File: src/rtl/arb3_rr_pkg.sv
// Shared definitions for the three-requester round-robin arbiter.
package arb3_rr_pkg;

  // Arbiter control state: no owner, or one requester holds the grant
  typedef enum logic {
    ST_IDLE = 1'b0,
    ST_OWN  = 1'b1
  } state_e;

  // Width of the hold counter
  localparam int HCNT_W = 8;

  // Next index in the 0 -> 1 -> 2 -> 0 rotation (3 folds back to 0)
  function automatic logic [1:0] ptr_inc(input logic [1:0] p);
    return (p >= 2'd2) ? 2'd0 : p + 2'd1;
  endfunction

endpackage

File: src/rtl/arb3_rr_pick.sv
// Combinational rotating-priority pick among three requesters.
// Each win term ANDs a requester's eligibility with the inverted
// eligibility of every requester ahead of it in the current rotation.
module arb3_rr_pick
  import arb3_rr_pkg::*;
(
  input  logic [2:0] req,
  input  logic [1:0] ptr,
  input  logic [2:0] excl,
  output logic [2:0] win,
  output logic [1:0] wid
);

  logic [2:0] elig;

  assign elig = req & ~excl;

  // Select the rotation that starts at ptr; ptr==3 behaves as 0
  always_comb begin
    win = 3'b000;
    case (ptr)
      2'd1: begin
        win[1] = elig[1];
        win[2] = elig[2] & ~elig[1];
        win[0] = elig[0] & ~elig[1] & ~elig[2];
      end
      2'd2: begin
        win[2] = elig[2];
        win[0] = elig[0] & ~elig[2];
        win[1] = elig[1] & ~elig[2] & ~elig[0];
      end
      default: begin
        win[0] = elig[0];
        win[1] = elig[1] & ~elig[0];
        win[2] = elig[2] & ~elig[0] & ~elig[1];
      end
    endcase
  end

  // Encode the one-hot winner as an index; 0 when nobody wins
  always_comb begin
    wid = 2'd0;
    if (win[1]) wid = 2'd1;
    if (win[2]) wid = 2'd2;
  end

endmodule

File: src/rtl/arb3_rr.sv
// Three-requester round-robin arbiter with registered one-hot grant and
// a bounded hold time while other requesters are waiting.
module arb3_rr
  import arb3_rr_pkg::*;
#(
  parameter int MAX_HOLD = 16,
  parameter int INIT_PTR = 0
) (
  input  logic       C,
  input  logic       R,
  input  logic       CE,
  input  logic [2:0] REQ,
  output logic [2:0] GNT,
  output logic [1:0] GID,
  output logic       BUSY
);

  localparam bit PREEMPT_EN = (MAX_HOLD != 0);
  localparam logic [HCNT_W-1:0] HOLD_LAST =
    (MAX_HOLD == 0) ? '0 : HCNT_W'(MAX_HOLD - 1);
  localparam logic [1:0] PTR_RST =
    (INIT_PTR >= 1 && INIT_PTR <= 2) ? 2'(INIT_PTR) : 2'd0;

  state_e            state_q, state_d;
  logic [1:0]        ptr_q, ptr_d;
  logic [HCNT_W-1:0] hcnt_q, hcnt_d;
  logic [2:0]        gnt_q, gnt_d;
  logic [1:0]        gid_q, gid_d;

  logic [1:0]        pick_ptr;
  logic [2:0]        pick_excl;
  logic [2:0]        win;
  logic [1:0]        wid;
  logic              own_req;
  logic              others;

  assign own_req = |(REQ & gnt_q);
  assign others  = |(REQ & ~gnt_q);

  // While owning, both release and preemption re-pick from the owner's
  // successor with the owner masked, so one picker serves every case
  always_comb begin
    pick_ptr  = ptr_q;
    pick_excl = 3'b000;
    if (state_q == ST_OWN) begin
      pick_ptr  = ptr_inc(gid_q);
      pick_excl = gnt_q;
    end
  end

  arb3_rr_pick u_pick (
    .req  (REQ),
    .ptr  (pick_ptr),
    .excl (pick_excl),
    .win  (win),
    .wid  (wid)
  );

  // Next-state logic: everything holds unless CE is high
  always_comb begin
    state_d = state_q;
    ptr_d   = ptr_q;
    hcnt_d  = hcnt_q;
    gnt_d   = gnt_q;
    gid_d   = gid_q;
    if (CE) begin
      case (state_q)
        ST_IDLE: begin
          if (|REQ) begin
            gnt_d   = win;
            gid_d   = wid;
            hcnt_d  = '0;
            state_d = ST_OWN;
          end
        end
        default: begin
          if (!own_req) begin
            // Release wins over a coincident preemption
            ptr_d  = ptr_inc(gid_q);
            hcnt_d = '0;
            if (|win) begin
              gnt_d = win;
              gid_d = wid;
            end else begin
              gnt_d   = 3'b000;
              gid_d   = 2'd0;
              state_d = ST_IDLE;
            end
          end else if (PREEMPT_EN && others && (hcnt_q == HOLD_LAST)) begin
            ptr_d  = ptr_inc(gid_q);
            gnt_d  = win;
            gid_d  = wid;
            hcnt_d = '0;
          end else if (PREEMPT_EN && others) begin
            hcnt_d = (hcnt_q == HOLD_LAST) ? hcnt_q : hcnt_q + HCNT_W'(1);
          end else begin
            // A lone owner never accumulates hold time
            hcnt_d = '0;
          end
        end
      endcase
    end
  end

  // State registers; reset overrides CE
  always_ff @(posedge C) begin
    if (R) begin
      state_q <= ST_IDLE;
      ptr_q   <= PTR_RST;
      hcnt_q  <= '0;
      gnt_q   <= 3'b000;
      gid_q   <= 2'd0;
    end else begin
      state_q <= state_d;
      ptr_q   <= ptr_d;
      hcnt_q  <= hcnt_d;
      gnt_q   <= gnt_d;
      gid_q   <= gid_d;
    end
  end

  assign GNT  = gnt_q;
  assign GID  = gid_q;
  assign BUSY = |gnt_q;

endmodule

File: config.mk
export PLATFORM = sky130hd
export DESIGN_NAME = arb3_rr
export DESIGN_NICKNAME = d
export VERILOG_FILES = /design/src/rtl/arb3_rr_pkg.sv /design/src/rtl/arb3_rr_pick.sv /design/src/rtl/arb3_rr.sv
export SDC_FILE = /design/constraint.sdc
export NUM_CORES = 1
export LEC_CHECK = 0
export CAP_MARGIN = 5
export CORE_AREA = 2 2 57 45
export CTS_CLUSTER_SIZE = 14
export DETAILED_ROUTE_END_ITERATION = 12
export DIE_AREA = 0 0 59 47
export DONT_BUFFER_PORTS = 1
export PLACE_DENSITY = 0.69
export RECOVER_POWER = 100
export SYNTH_ARGS = -nofsm -noshare
export SYNTH_HDL_FRONTEND = slang
export SYNTH_SLANG_ARGS = --single-unit
File: constraint.sdc
create_clock -name C -period 2.95 [get_ports C]
set_clock_uncertainty 0.15 [all_clocks]
set_input_delay 0.59 -clock C [delete_from_list [all_inputs] [get_ports C]]
set_output_delay 0.59 -clock C [all_outputs]
set_load 0.01 [all_outputs]
==> metrics <==
Post-synth EDFFs 0; final setup vio count 0; row cnt 15; CTS H-tree depth 1; WS Path Type reg2reg; Slew Limit Fails 0; main combinational cell family by area after synthesis compound AO/OA/AOI/OAI gates; min-delay src R; FF-to-FF Start GNT[2]; vias in the first global route approximately 830; hold buffers post-CTS 0; post-layout min period between 2 and 2.5 ns; grt total ovfl 0; Cells after DPL 149; post-synthesis mux area share 7.77%; CP max stage delay 0.63 ns; via count 963; top cell type by total area after synthesis dfxtp_1; CP required 3.03 ns; XOR/XNOR Fraction of Synth Area 2.47%; Setup crit start GNT[2]; post-synth top area share 28.3%; Arr. time, crit path 2.53 ns; Reg clk slew, reported paths approximately 0.10 ns; Global Route Usage Sum 19.6%; Synth Area in Simple Gates 25.4%; Fillers roughly 240; # clock sinks 15; Achievable Freq ~400 MHz; Detail Route Antenna Nets 0; input/output buffers 0; Avg WL per Cell about 16 um; Yosys reg bits 15; vias per cell 6.29; layout cells sized above 1 8.59%; WL final 2390 um; Gates resized, CTS repair 0; die footprint ~2800 um2; Num CTS Buffers 3; Synth cell types 50; max-cap violations 0; final cell count without fillers 153; status completed; Max VDD drop 0.258 mV; critical path, cell by cell nor2b_1 -> mux2_1 -> ha_1 -> nor2_1 -> o32ai_1 -> nand4_1 -> mux2i_1; Power Dens Cells 391 nW/um2; Area contributors post-synth dfxtp_1 28%, mux2i_1 5.7%, nand2_1 5.7%, ha_1 3.5%, nor2b_1 2.9%; post-synthesis sequential area ratio 28.3%; Startpoint Class flip-flop; Post-DP Area 1090 um2; post-synthesis cell area 1060 um2; leakage power 0.385 nW; final cycle utilization of the critical path 83.2%; Slew @ Worst Pin 0.782 ns; unrepaired setup endpoints after global routing no; post-synthesis compound-gate area fraction 28.2%; Final Cell Area ~1100 um2; gpl congestion 0.896; total negative slack 0 ns; largest net degree at the start of global routing 15; root buffer cell clkbuf_4; slew margin rel. 47.5%; CP max stage cell dfxtp_1; I/O pins 12; syn_nets 135; adder-cell share of the synthesized area ~3.5%; Antenna diodes 0; Die Wd between 50 and 60 um; Avg Cell Area, Syn 8.43 um2; first-pass detailed-route iteration total 4; CTS tree yes; # nets final ~140; initial antenna violation count 0; synthesized instance count 126; Synth Flop Type dfxtp_1; Final Hold Fails 0; initial DRC count 72; clk buf depth 2; post-route DRC violation count 0; asr flop ratio synth 0%; Starting Density between 40% and 50%; Post-CTS Setup Inserts 0; crit path max fanout 11; Final HPWL DP 1810 um; DIE HEIGHT 47 um; Synth-to-Final Area Change 2.94%; first-pass GRT wire length about 4000 um; min-delay worst type in2reg; Clk Latency, worst-skew pair about 0.29 ns; Setup crit end kind flip-flop; core area around 2200 um2; synth warn 0
cell usage in the layout, fill, tap and decap left out, types with 4 or more instances in the layout:
cell type,count
mux2i_1,6
nand2_1,16
nor2_1,6
nor2b_1,5
nor3_1,6
dfxtp_1,15
inv_1,6
o21ai_0,4
nand3_1,6
a21oi_1,5
stage by stage:
| step | hold slack (ns) | power, W | setup WS, ns | util, % |
|---|---|---|---|---|
| after floorplan | 0.282 | 0.000294 | 0.583 | - |
| after global placement | 0.301 | 0.000308 | 0.642 | 49.2 |
| after detailed placement | 0.302 | 0.000309 | 0.596 | 49.2 |
| after CTS | 0.191 | 0.000435 | 0.571 | 50.5 |
| after global routing | 0.180 | 0.000452 | 0.216 | 49.4 |
| final | 0.199 | 0.000428 | 0.497 | 49.4 |
state kept, by name (all words and copies together), names as in the netlist:
register and flops:
ptr_q 2, GID 1, state_q 1, hcnt_q 8, GNT 3
layer usage:
| metal | global-route usage (%) | part of all wire [%] | vias up |
|---|---|---|---|
| met5 | 0 | 0 | - |
| li1 | - | - | 475 |
| met3 | 5.79 | 6.2 | 4 |
| met1 | 27.6 | 50 | 445 |
| met2 | 30.0 | 43 | 39 |
| met4 | 4.09 | 0.88 | 0 |
Yosys cell counts, drive strengths merged (2+ instances only):
library cell / instances
nand2: 16
dfxtp: 15
inv: 6
mux2i: 6
nand3: 6
nor2: 6
nor3: 6
a21oi: 5
nor2b: 5
o21ai: 5
a311oi: 3
a31oi: 3
buf: 3
ha: 3
nand2b: 3
o21a: 3
xnor2: 3
a21boi: 2
mux2: 2
nand3b: 2
o211ai: 2
logic make-up after synthesis:
logic type                 count (synthesis)
DFF                                       15
and+or+nand+nor                           52
adders and majority gates                  3
xor gates and xnor gates                   3
buffers and inverters                     11
AOI/OAI and AO/OA                         34
muxes                                      8
path summary, 6_finish.rpt:
kind	cells past startpoint	endpoint	slack [ns]
worst max-delay path	7	GID[0]	0.50
worst min-delay path	1	hcnt_q[6]	0.20
worst max register to register	7	GID[0]	0.50
worst min register to register	2	ptr_q[1]	0.32
where the power goes:
part,switching [W],total (W),internal [W],leakage [nW]
Clock,0.0000738,0.000125,0.0000517,0.0139
Combinational,0.0000501,0.0000848,0.0000347,0.249
Sequential,0.00000954,0.000217,0.000208,0.121
worst max-delay path: cells and delay by family, from the launching register on:
kind                       cells  cell delay, ns
AOI/OAI and AO/OA              1            0.35
DFF                            1            0.63
and+or+nand+nor                3            0.36
muxes                          2            0.49
adders and majority gates      1            0.41
final cells by class:
| class | count | area, um2 | area share, % |
|---|---|---|---|
| Tap cell | 25 | 31.3 | 2.86 |
| Clock inverter | 1 | 7.51 | 0.686 |
| Multi-Input combinational cell | 100 | 691 | 63.2 |
| Sequential cell | 15 | 300 | 27.5 |
| Timing Repair Buffer | 2 | 15.0 | 1.37 |
| Inverter | 7 | 26.3 | 2.40 |
| Clock buffer | 3 | 22.5 | 2.06 |
Note: power is estimated with default switching activity, not from simulation.
